File: src/rtl/axi_err_slave.sv
// AXI default slave: terminates every routed transaction with an error response
// and keeps saturating error counters plus debug capture for CSR readout.
module axi_err_slave #(
  parameter int                   ID_BITS   = 8,
  parameter int                   ADDR_BITS = 32,
  parameter int                   DATA_BITS = 32,
  parameter int                   LEN_BITS  = 4,
  parameter logic [1:0]           ERR_RESP  = 2'b11,
  parameter logic [DATA_BITS-1:0] ERR_RDATA = '0,
  parameter int                   CNT_BITS  = 16
) (
  input  logic                   clk,
  input  logic                   rst,

  input  logic [ID_BITS-1:0]     ARID,
  input  logic [ADDR_BITS-1:0]   ARADDR,
  input  logic [LEN_BITS-1:0]    ARLEN,
  input  logic [2:0]             ARSIZE,
  input  logic [1:0]             ARBURST,
  input  logic                   ARVALID,
  output logic                   ARREADY,

  output logic [ID_BITS-1:0]     RID,
  output logic [DATA_BITS-1:0]   RDATA,
  output logic [1:0]             RRESP,
  output logic                   RLAST,
  output logic                   RVALID,
  input  logic                   RREADY,

  input  logic [ID_BITS-1:0]     AWID,
  input  logic [ADDR_BITS-1:0]   AWADDR,
  input  logic [LEN_BITS-1:0]    AWLEN,
  input  logic [2:0]             AWSIZE,
  input  logic [1:0]             AWBURST,
  input  logic                   AWVALID,
  output logic                   AWREADY,

  input  logic [DATA_BITS-1:0]   WDATA,
  input  logic [DATA_BITS/8-1:0] WSTRB,
  input  logic                   WLAST,
  input  logic                   WVALID,
  output logic                   WREADY,

  output logic [ID_BITS-1:0]     BID,
  output logic [1:0]             BRESP,
  output logic                   BVALID,
  input  logic                   BREADY,

  input  logic                   err_clr,
  output logic [CNT_BITS-1:0]    rd_err_cnt,
  output logic [CNT_BITS-1:0]    wr_err_cnt,
  output logic [ADDR_BITS-1:0]   last_err_addr,
  output logic                   wlen_mismatch
);

  localparam logic [LEN_BITS-1:0] LEN_ONE = LEN_BITS'(1);
  localparam logic [CNT_BITS-1:0] CNT_ONE = CNT_BITS'(1);
  localparam logic [CNT_BITS-1:0] CNT_MAX = '1;

  typedef enum logic {
    R_IDLE,
    R_DATA
  } r_state_t;

  typedef enum logic [1:0] {
    W_IDLE,
    W_DATA,
    W_RESP
  } w_state_t;

  r_state_t            r_state;
  w_state_t            w_state;

  logic [LEN_BITS-1:0] rlen;
  logic [LEN_BITS-1:0] rcnt;
  logic [LEN_BITS-1:0] rcnt_nxt;
  logic [LEN_BITS-1:0] wlen;
  logic [LEN_BITS-1:0] wcnt;

  logic                ar_hs;
  logic                r_hs;
  logic                r_done;
  logic                aw_hs;
  logic                w_hs;
  logic                w_last_hs;
  logic                b_hs;
  logic                len_bad;

  // Sideband fields and write payload carry no meaning for an error target.
  logic                unused_inputs;
  assign unused_inputs = ^{ARSIZE, ARBURST, AWSIZE, AWBURST, WDATA, WSTRB};

  assign ar_hs     = ARVALID && ARREADY;
  assign r_hs      = RVALID && RREADY;
  assign r_done    = r_hs && RLAST;
  assign aw_hs     = AWVALID && AWREADY;
  assign w_hs      = WVALID && WREADY;
  assign w_last_hs = w_hs && WLAST;
  assign b_hs      = BVALID && BREADY;
  assign len_bad   = w_last_hs && (wcnt != wlen);
  assign rcnt_nxt  = rcnt + LEN_ONE;

  assign RDATA = ERR_RDATA;
  assign RRESP = ERR_RESP;
  assign BRESP = ERR_RESP;

  // Read channel control: every output is a register so nothing combinationally
  // follows ARVALID or RREADY.
  always_ff @(posedge clk or posedge rst) begin
    if (rst) begin
      r_state <= R_IDLE;
      ARREADY <= 1'b1;
      RVALID  <= 1'b0;
      RLAST   <= 1'b0;
      RID     <= '0;
    end else begin
      case (r_state)
        R_IDLE: begin
          if (ar_hs) begin
            RID     <= ARID;
            ARREADY <= 1'b0;
            RVALID  <= 1'b1;
            RLAST   <= (ARLEN == '0);
            r_state <= R_DATA;
          end
        end
        R_DATA: begin
          if (r_hs) begin
            if (RLAST) begin
              RVALID  <= 1'b0;
              RLAST   <= 1'b0;
              ARREADY <= 1'b1;
              r_state <= R_IDLE;
            end else begin
              RLAST   <= (rcnt_nxt == rlen);
            end
          end
        end
        default: begin
          RVALID  <= 1'b0;
          RLAST   <= 1'b0;
          ARREADY <= 1'b1;
          r_state <= R_IDLE;
        end
      endcase
    end
  end

  always_ff @(posedge clk) begin
    if (ar_hs) begin
      rlen <= ARLEN;
      rcnt <= '0;
    end else if (r_hs) begin
      rcnt <= rcnt_nxt;
    end
  end

  // Write channel control: address, then data until WLAST, then one response.
  always_ff @(posedge clk or posedge rst) begin
    if (rst) begin
      w_state <= W_IDLE;
      AWREADY <= 1'b1;
      WREADY  <= 1'b0;
      BVALID  <= 1'b0;
      BID     <= '0;
    end else begin
      case (w_state)
        W_IDLE: begin
          if (aw_hs) begin
            BID     <= AWID;
            AWREADY <= 1'b0;
            WREADY  <= 1'b1;
            w_state <= W_DATA;
          end
        end
        W_DATA: begin
          if (w_last_hs) begin
            WREADY  <= 1'b0;
            BVALID  <= 1'b1;
            w_state <= W_RESP;
          end
        end
        W_RESP: begin
          if (b_hs) begin
            BVALID  <= 1'b0;
            AWREADY <= 1'b1;
            w_state <= W_IDLE;
          end
        end
        default: begin
          WREADY  <= 1'b0;
          BVALID  <= 1'b0;
          AWREADY <= 1'b1;
          w_state <= W_IDLE;
        end
      endcase
    end
  end

  // Beat counter wraps naturally at LEN_BITS, so an over-long burst still
  // compares modulo the length field.
  always_ff @(posedge clk) begin
    if (aw_hs) begin
      wlen <= AWLEN;
      wcnt <= '0;
    end else if (w_hs) begin
      wcnt <= wcnt + LEN_ONE;
    end
  end

  // Debug statistics; a clear beats any same-cycle increment or mismatch.
  always_ff @(posedge clk or posedge rst) begin
    if (rst) begin
      rd_err_cnt    <= '0;
      wr_err_cnt    <= '0;
      wlen_mismatch <= 1'b0;
    end else if (err_clr) begin
      rd_err_cnt    <= '0;
      wr_err_cnt    <= '0;
      wlen_mismatch <= 1'b0;
    end else begin
      if (r_done && (rd_err_cnt != CNT_MAX)) begin
        rd_err_cnt <= rd_err_cnt + CNT_ONE;
      end
      if (b_hs && (wr_err_cnt != CNT_MAX)) begin
        wr_err_cnt <= wr_err_cnt + CNT_ONE;
      end
      if (len_bad) begin
        wlen_mismatch <= 1'b1;
      end
    end
  end

  // Write address wins when both channels are accepted together.
  always_ff @(posedge clk or posedge rst) begin
    if (rst) begin
      last_err_addr <= '0;
    end else if (aw_hs) begin
      last_err_addr <= AWADDR;
    end else if (ar_hs) begin
      last_err_addr <= ARADDR;
    end
  end

endmodule

File: config.mk
export PLATFORM = sky130hd
export DESIGN_NAME = axi_err_slave
export DESIGN_NICKNAME = d
export VERILOG_FILES = /design/src/rtl/axi_err_slave.sv
export SDC_FILE = /design/constraint.sdc
export NUM_CORES = 1
export LEC_CHECK = 0
export ABC_AREA = 1
export CORE_UTILIZATION = 42
export CTS_CLUSTER_DIAMETER = 200
export DETAILED_ROUTE_END_ITERATION = 16
export GPL_TIMING_DRIVEN = 0
export PLACE_DENSITY = 0.82
export SLEW_MARGIN = 5
export SYNTH_ARGS = -nofsm -noshare
export SYNTH_HDL_FRONTEND = slang
export SYNTH_SLANG_ARGS = --single-unit
export TNS_END_PERCENT = 5
File: constraint.sdc
create_clock -name clk -period 3.9 [get_ports clk]
set_clock_uncertainty 0.1 [all_clocks]
set_input_delay 0.39 -clock clk [delete_from_list [all_inputs] [get_ports clk]]
set_output_delay 0.39 -clock clk [all_outputs]
set_load 0.05 [all_outputs]
==> qor.txt, run 1 <==
ANT cells - 0
# clock sinks - 106
Fin. Hold Viols - 0
WL per Instance - 13.3 µm
antenna viol nets, final - 0
max_cap viols - 0
I/O Buffers - 183
clock root cell - clkbuf_16
dpl hpwl - 11,300 µm
critical-path cell list - clkdlybuf4s50_1
outcome - finished clean
placed cells - 1,087
TritonCTS Buffers - 9
final hold slack - 0.302 ns
Fmax achieved - 451 MHz
Max Slew Vio Count - 0
slowest CP cell - clkdlybuf4s50_1
fraction of layout cells with a size suffix above 1 - 9.56%
Unique masters post-synth - 36
crit start category - flip-flop
CTS tree - yes
prevailing post-synth register cell - dfrtp_1
DP Area - 0.00779 mm²
Worst Max-Slew Pin Slew - 0.699 ns
first-pass GRT wire length - 23,500 µm
Worst Path Arrival - 1.73 ns
number of global-route vias before repair - 4,895
Die ar. - 0.0138 mm²
RSZ-0062 raised after global routing - no
pwr/cell area - 515 mW/mm²
Worst VDD drop - 0.000360 V
clk_lat worst skew - 0.35 ns
Hold Buf Count CTS - 0
max_slew headroom - 53.4%
CTS resizes - 0
critical path class - reg -> out
crit-path max cell delay - 0.81 ns
Worst EP required - 3.41 ns
fin nets - 1,073
Die Y - 117 µm
Synth Area per Inst - 8.01 µm²
Crit Path Max Fanout - 3
core area - 0.0128 mm²
global route overflow - 0
Synthesis Warnings - 0
Initial Utilization - 43.7%
FP Rows - 41
crit path launch - AWREADY
H-tree Lvls - 3
Top Family by Delay on Critical Path - buffers and inverters
final setup fails - 0
Vias - 5,254
Mapped Cells - 697
Crit path buffers/inverters - 1
Placer Congestion - 0.877
post-layout util - 63.3%
Finished Cell Area - 0.00808 mm²
leakage - 3.60 nW
minimum clock period - 2.22 ns
Pre-antenna DRT Iters - 4
vias per inst - 4.76
number of synthesized flops with an enable pin - 8
Crit. End Element - primary output
Overall Global Routing Usage - 22.3%
register area share after synthesis - 47.6%
Layout area overhead - 44.8%
post-synthesis cell area - 0.00558 mm²
largest net degree at the start of global routing - 60
Post-CTS Setup Bufs - 0
clk buf depth - 2
RR Startpoint - AWREADY
IO Count - 266
ys async rst share - 84.9%
Total Wirelength - 14,700 µm
DRC errors left - 0
Worst-path clk slew - 0.07 ns
initial antenna violation count - 0
fin crit share - 56.9%
die width - 117 µm
HP Class - in -> async
initial drt markers - 349
Cell Count, Final, Fillers Out - 1,103
Yosys reg bits - 106
==> cells in the mapped netlist (6+ instances only) <==
library cell / n / share of area [%]
nor2_1: 91 / 6.1
mux2_2: 8 / 1.6
nand3_1: 55 / 4.9
o21ai_0: 79 / 7.1
nand4_1: 24 / 2.7
buf_1: 6 / 0.40
xor2_1: 14 / 2.2
edfxtp_1: 8 / 4.3
nand2_1: 165 / 11
dfrtp_1: 88 / 39
clkbuf_1: 12 / 0.81
a21oi_1: 8 / 0.72
buf_4: 36 / 4.8
dfxtp_1: 8 / 2.9
inv_1: 44 / 3.0
==> path summary, 6_finish.rpt <==
check / to / slack (ns) / depth (start not counted)
worst min-delay path: last_err_addr[31] / 0.30 / 2
min in group clk: RID[4] / 0.38 / 2
worst max-delay path: AWREADY / 1.68 / 1
max in group asynchronous: AWREADY / 2.70 / 3
worst max register to register: wlen[3] / 1.83 / 3
worst min register to register: RID[4] / 0.38 / 2
==> power by group <==
part,switching (W),leakage [nW],internal [W]
Combinational,0.00117,2.16,0.000598
Sequential,0.000134,1.30,0.00133
Clock,0.000411,0.143,0.000517
Total,0.00172,3.60,0.00244
==> routing by layer <==
layer / vias to the layer above / global-route usage [%] / part of all wire [%]
met5: - / 0 / 0
li1: 2666 / - / -
met2: 160 / 38.8 / 51
met4: 0 / 9.20 / 2.1
met3: 20 / 5.97 / 6.4
met1: 2408 / 26.1 / 41
==> registers in the layout, summed over array words and instances, names as in the netlist <==
name	count
last_err_addr	32
rd_err_cnt	16
wr_err_cnt	16
BID	8
RID	8
rcnt	4
rlen	4
wcnt	4
wlen	4
w_state	2
ARREADY	1
AWREADY	1
BVALID	1
RLAST	1
RVALID	1
WREADY	1
r_state	1
wlen_mismatch	1
==> placed cells by master (no fill, tap or decap), types with 6 or more instances in the layout <==
cell             instances
a21oi_1                  8
inv_1                   43
nand4_1                 24
buf_1                    6
mux2_2                   8
edfxtp_1                 8
dfrtp_1                 88
xor2_1                  14
clkdlybuf4s50_1        183
clkbuf_16                9
clkbuf_1                14
o21ai_0                 79
nand2_1                165
conb_1                  36
nand3_1                 55
buf_4                   36
dfxtp_1                  8
nor2_1                  91
==> through the flow <==
step	setup TNS [ns]	total power, W	worst slack [ns]
3_5_place_dp	0	0.00326	1.52
4_1_cts	0	0.00419	1.66
5_1_grt	0	0.00436	1.64
2_1_floorplan	0	0.00262	1.08
6_report	0	0.00416	1.68
3_3_place_gp	-37.82	0.00323	-0.439
==> cell type report <==
cell class | count | area [µm²]
Fill cell | 1092 | 4690
Sequential cell | 106 | 2660
Multi-Input combinational cell | 519 | 2500
Timing Repair Buffer | 184 | 1860
Buffer | 59 | 375
Clock buffer | 12 | 246
Tap cell | 172 | 215
Inverter | 47 | 179
Clock inverter | 4 | 51.3
==> kinds of logic after synthesis <==
kind of cell | synth area share, %
and+or+nand+nor | 27.9
DFF | 47.6
buffers and inverters | 9.89
AOI/OAI and AO/OA | 8.99
xor gates and xnor gates | 2.98
muxes | 1.61
adders and majority gates | 0.897
other | 0.135
Power figures use the tool's default switching activity.
==> run 2: changes to the inputs <==
Clock period 3.9 ns to 2.3 ns, I/O delays scaled along.
==> qor.txt, run 2 (synthesis gave the netlist of run 1 again) <==
outcome - finished clean (unchanged)
Die Y - 117 µm (unchanged)
dpl hpwl - 11,100 µm (was 11,300 µm)
crit start category - flip-flop (unchanged)
Crit path buffers/inverters - 1 (unchanged)
fin nets - 1,074 (was 1,073)
vias per inst - 4.76 (about the same)
leakage - 3.60 nW (about the same)
antenna viol nets, final - 0 (unchanged)
CTS resizes - 0 (unchanged)
Placer Congestion - 0.856 (was 0.877)
M1 wire length - 5890 µm (was 5980 µm)
RSZ-0062 raised after global routing - no (unchanged)
pwr/cell area - 868 mW/mm² (was 515 mW/mm²)
critical-path cell list - clkdlybuf4s50_1 (unchanged)
Finished Cell Area - 0.00810 mm² (was 0.00808 mm²)
leading cell type in the layout, fill and taps excluded - clkdlybuf4s50_1 (unchanged)
Die ar. - 0.0138 mm² (unchanged)
Vias - 5,254 (unchanged)
fin crit share - 91.4%
final setup fails - 0 (unchanged)
DRC errors left - 0 (unchanged)
placed cells - 1,088 (was 1,087)
die width - 117 µm (unchanged)
Clock power frac - 22.1% (was 22.3%)
metal3 WL - 1000 µm (was 946 µm)
Post-CTS Setup Bufs - 0 (unchanged)
largest net degree at the start of global routing - 40 (was 60)
Layout area overhead - 45.1% (was 44.8%)
core area - 0.0128 mm² (unchanged)
H-tree Lvls - 3 (unchanged)
Sequential Power Share - 35.4% (was 35.1%)
Worst R2R End - wlen[2] (was wlen[3])
I/O Buffers - 183 (unchanged)
Total Wirelength - 14,400 µm (was 14,700 µm)
Pre-antenna DRT Iters - 4 (unchanged)
Fin. Hold Viols - 0 (unchanged)
initial drt markers - 342 (was 349)
WL per Instance - 13.0 µm (was 13.3 µm)
Worst R2R Setup Slack - 0.31 ns (was 1.83 ns)
TNS Setup - 0 ns (unchanged)
Largest Register - last_err_addr (unchanged)
Cell Count, Final, Fillers Out - 1,104 (was 1,103)
clock root cell - clkbuf_16 (unchanged)
global route overflow - 0 (unchanged)
most frequent cells in the layout - clkdlybuf4s50_1, nand2_1, nor2_1 (unchanged)
critical path depth in cells - 1 (unchanged)
final hold slack - 0.125 ns (was 0.302 ns)
number of global-route vias before repair - 4,919 (was 4,895)
slowest CP cell - clkdlybuf4s50_1 (unchanged)
highest routed layer - met4 (unchanged)
Worst Max-Slew Pin Slew - 0.719 ns (was 0.699 ns)
internal power - 0.00414 W (was 0.00244 W)
Largest regs - last_err_addr: 32 flops, rd_err_cnt: 16 flops, wr_err_cnt: 16 flops (unchanged)
Worst EP required - 1.97 ns (was 3.41 ns)
clk buf depth - 2 (unchanged)
FILL cells - 1,080 (was 1,092)
first-pass GRT wire length - 23,500 µm (unchanged)
metal2 WL - 7180 µm (was 7440 µm)
Combinational Power Share - 42.5% (was 42.6%)
crit-path max cell delay - 0.83 ns (was 0.81 ns)
Fmax achieved - 476 MHz
Max Slew Vio Count - 0 (unchanged)
TritonCTS Buffers - 9 (unchanged)
max_slew headroom - 52.1% (was 53.4%)
fraction of layout cells with a size suffix above 1 - 9.66% (was 9.56%)
clk_lat worst skew - 0.35 ns (about the same)
DP Area - 0.00780 mm² (was 0.00779 mm²)
critical path class - reg -> out (unchanged)
# clock sinks - 106 (unchanged)
Worst-path clk slew - 0.07 ns (about the same)
initial antenna violation count - 0 (unchanged)
Crit. End Element - primary output (unchanged)
Overall Global Routing Usage - 22.2% (was 22.3%)
Top Family by Delay on Critical Path - buffers and inverters (unchanged)
Worst VDD drop - 0.000574 V (was 0.000360 V)
CTS tree - yes (unchanged)
minimum clock period - 2.10 ns
RR Startpoint - AWREADY (unchanged)
HP Class - in -> async (unchanged)
Place WS - 0.0738 ns (was 1.52 ns)
Sw Ratio - 41.0% (was 41.3%)
Largest register FFs - 32 (unchanged)
ANT cells - 0 (unchanged)
max_cap viols - 0 (unchanged)
Switch Pwr - 0.00288 W (was 0.00172 W)
FF-to-FF path depth - 3 (unchanged)
setup slack after layout - 0.199 ns (was 1.68 ns)
Worst Path Arrival - 1.77 ns (was 1.73 ns)
Initial Utilization - 43.7% (unchanged)
IO Count - 266 (unchanged)
Crit Path Max Fanout - 3 (unchanged)
FP Rows - 41 (unchanged)
Hold Buf Count CTS - 0 (unchanged)
run 2: cell type report:
type	count	area (µm²)	share of cell area [%]
flip-flops and latches	106	2660	32.8
multi-input cells	519	2500	30.9
plain buffers	59	375	4.64
well taps	172	215	2.66
inverters	47	180	2.22
clock inverters	4	51.3	0.633
repair buffers	185	1870	23.1
clock buffers	12	246	3.04
run 2: power groups by stage:
stage | Clock (W) | Combinational (W) | Sequential [W]
after floorplan | 0 | 0.000890 | 0.00355
after global placement | 0 | 0.00298 | 0.00251
after detailed placement | 0 | 0.00301 | 0.00252
after CTS | 0.00159 | 0.00302 | 0.00249
after global routing | 0.00166 | 0.00320 | 0.00253
final | 0.00155 | 0.00299 | 0.00248
run 2: metal layers:
metal / track usage [%] / vias up
met5: 0 / -
li1: - / 2664
met1: 26.5 / 2401
met2: 37.4 / 169
met3: 6.18 / 20
met4: 9.62 / 0
run 2: worst max path at each step:
| stage | from | to | slack (ns) |
|---|---|---|---|
| final | AWREADY | AWREADY | 0.20 |
| after global routing | AWREADY | last_err_addr[3] | 0.13 |
| after CTS | AWREADY | AWREADY | 0.18 |
| after detailed placement | ARVALID | RVALID | 0.07 |
| after global placement | rst | RID[2] | -0.11 |
| after floorplan | rd_err_cnt[1] | rd_err_cnt[2] | 0.34 |
run 2: per-stage QoR:
stage / util [%] / power, W
after CTS: 63.4 / 0.00709
final: 63.4 / 0.00703
after floorplan: - / 0.00444
after detailed placement: 61.1 / 0.00553
after global placement: 60.8 / 0.00548
after global routing: 63.4 / 0.00739
==> run 3: changes to the inputs <==
Settings changed: CORE_MARGIN set to 10.
==> qor.txt, run 3 (synthesis gave the netlist of run 1 again) <==
outcome - finished clean (unchanged)
H-tree Lvls - 3 (unchanged)
PnR Total Power - 0.00701 W (was 0.00703 W)
Crit Path Max Fanout - 3 (unchanged)
ANT cells - 0 (unchanged)
number of global-route vias before repair - 5,219 (was 4,919)
Sw Ratio - 42.3% (was 41.0%)
CTS resizes - 0 (unchanged)
CTS tree - yes (unchanged)
Crit. End Element - primary output (unchanged)
TritonCTS Buffers - 9 (unchanged)
critical-path cell list - clkdlybuf4s50_1 (unchanged)
FP Rows - 42 (was 41)
vias per inst - 4.74 (was 4.76)
max_slew headroom - 55.5% (was 52.1%)
die width - 135 µm (was 117 µm)
Crit path buffers/inverters - 1 (unchanged)
internal power - 0.00404 W (was 0.00414 W)
Post-CTS Setup Bufs - 0 (unchanged)
dpl hpwl - 13,100 µm (was 11,100 µm)
largest net degree at the start of global routing - 39 (was 40)
clk buf depth - 2 (unchanged)
Initial Utilization - 42.5% (was 43.7%)
Max Slew Vio Count - 0 (unchanged)
Top Usage Layer GRT - met2 (unchanged)
Layout area overhead - 44.9% (was 45.1%)
final setup fails - 0 (unchanged)
Worst R2R End - wlen[2] (unchanged)
RR Startpoint - AWREADY (unchanged)
clock root cell - clkbuf_16 (unchanged)
fin nets - 1,074 (unchanged)
post-layout util - 61.6% (was 63.4%)
slowest CP cell - clkdlybuf4s50_1 (unchanged)
IO Count - 266 (unchanged)
Worst R2R Setup Slack - 0.37 ns (was 0.31 ns)
FF-to-FF path depth - 3 (unchanged)
Die ar. - 0.0183 mm² (was 0.0138 mm²)
fraction of layout cells with a size suffix above 1 - 9.76% (was 9.66%)
setup slack after layout - 0.222 ns (was 0.199 ns)
placed cells - 1,092 (was 1,088)
first-pass GRT wire length - 26,500 µm (was 23,500 µm)
critical path class - reg -> out (unchanged)
Largest Register - last_err_addr (unchanged)
crit start category - flip-flop (unchanged)
initial antenna violation count - 0 (unchanged)
Largest regs - last_err_addr: 32 flops, rd_err_cnt: 16 flops, wr_err_cnt: 16 flops (unchanged)
GR Util met3 - 8.90% (was 6.18%)
Placer Congestion - 0.874 (was 0.856)
core area - 0.0131 mm² (was 0.0128 mm²)
Total Wirelength - 16,600 µm (was 14,400 µm)
leading cell type in the layout, fill and taps excluded - clkdlybuf4s50_1 (unchanged)
Hold Buf Count CTS - 0 (unchanged)
RSZ-0062 raised after global routing - no (unchanged)
Largest register FFs - 32 (unchanged)
Clock power frac - 21.4% (was 22.1%)
Vias - 5,253 (was 5,254)
Top Family by Delay on Critical Path - buffers and inverters (unchanged)
global route overflow - 0 (unchanged)
Worst-path clk slew - 0.07 ns (about the same)
fin crit share - 90.3% (was 91.4%)
leakage - 3.59 nW (was 3.60 nW)
# clock sinks - 106 (unchanged)
pwr/cell area - 866 mW/mm² (was 868 mW/mm²)
Die Y - 135 µm (was 117 µm)
Switch Pwr - 0.00297 W (was 0.00288 W)
grt met1 use - 18.7% (was 26.5%)
antenna viol nets, final - 0 (unchanged)
max_cap viols - 0 (unchanged)
Worst EP required - 1.97 ns (about the same)
Fin. Hold Viols - 0 (unchanged)
Sequential Power Share - 35.4% (about the same)
Place WS - 0.130 ns (was 0.0738 ns)
Overall Global Routing Usage - 17.9% (was 22.2%)
initial drt markers - 354 (was 342)
most frequent cells in the layout - clkdlybuf4s50_1, nand2_1, nor2_1 (unchanged)
I/O Buffers - 183 (unchanged)
HP Class - in -> async (unchanged)
clk_lat worst skew - 0.35 ns (about the same)
crit-path max cell delay - 0.83 ns (about the same)
M2 GR Usage - 30.7% (was 37.4%)
WL per Instance - 14.9 µm (was 13.0 µm)
Worst Path Arrival - 1.75 ns (was 1.77 ns)
Worst Max-Slew Pin Slew - 0.668 ns (was 0.719 ns)
Combinational Power Share - 43.2% (was 42.5%)
Pre-antenna DRT Iters - 4 (unchanged)
Fmax achieved - 481 MHz (was 476 MHz)
DRC errors left - 0 (unchanged)
Worst VDD drop - 0.000586 V (was 0.000574 V)
minimum clock period - 2.08 ns (was 2.10 ns)
Cell Count, Final, Fillers Out - 1,108 (was 1,104)
[run 3: cell type report]
class                   count  area, µm²
clock inverters             5       38.8
well taps                 176        220
multi-input cells         519       2500
clock buffers              11        243
repair buffers            185       1870
flip-flops and latches    106       2660
fillers                  1164       5050
inverters                  47        180
plain buffers              59        375
[run 3: worst max-delay path by stage]
stage	start	end	slack, ns	cells past startpoint
after floorplan	rd_err_cnt[1]	rd_err_cnt[2]	0.34	10
after global placement	rst	last_err_addr[31]	-0.12	2
after detailed placement	ARVALID	RVALID	0.13	8
after CTS	AWREADY	AWREADY	0.20	1
after global routing	AWREADY	last_err_addr[2]	0.17	5
final	AWREADY	AWREADY	0.22	1
[run 3: worst reg2reg max path, stage by stage, from the launching register on]
cell and delay (ns):
dfstp_2 0.57, nand2_1 0.14, inv_2 0.21, buf_1 0.55
[run 3: metal layers]
layer / wire length [µm] / share of wire, %
met1: 6270 / 38
met2: 8200 / 49
met3: 1880 / 11
met4: 216 / 1.3
met5: 0 / 0
[run 3: stage by stage]
step                hold WS, ns  setup TNS (ns)  instance area, µm²
floorplan                 0.229               0                5710
global placement          0.362           -9.83                7760
detailed placement        0.364               0                7800
CTS                       0.144               0                8090
global route              0.181               0                8090
finish                    0.138               0                8090
[run 3: power by group through the flow]
stage / combinational (W) / sequential [W] / clock [W]
floorplan: 0.000890 / 0.00355 / 0
global placement: 0.00302 / 0.00249 / 0
detailed placement: 0.00304 / 0.00251 / 0
CTS: 0.00306 / 0.00248 / 0.00152
global route: 0.00323 / 0.00252 / 0.00158
finish: 0.00303 / 0.00248 / 0.00150
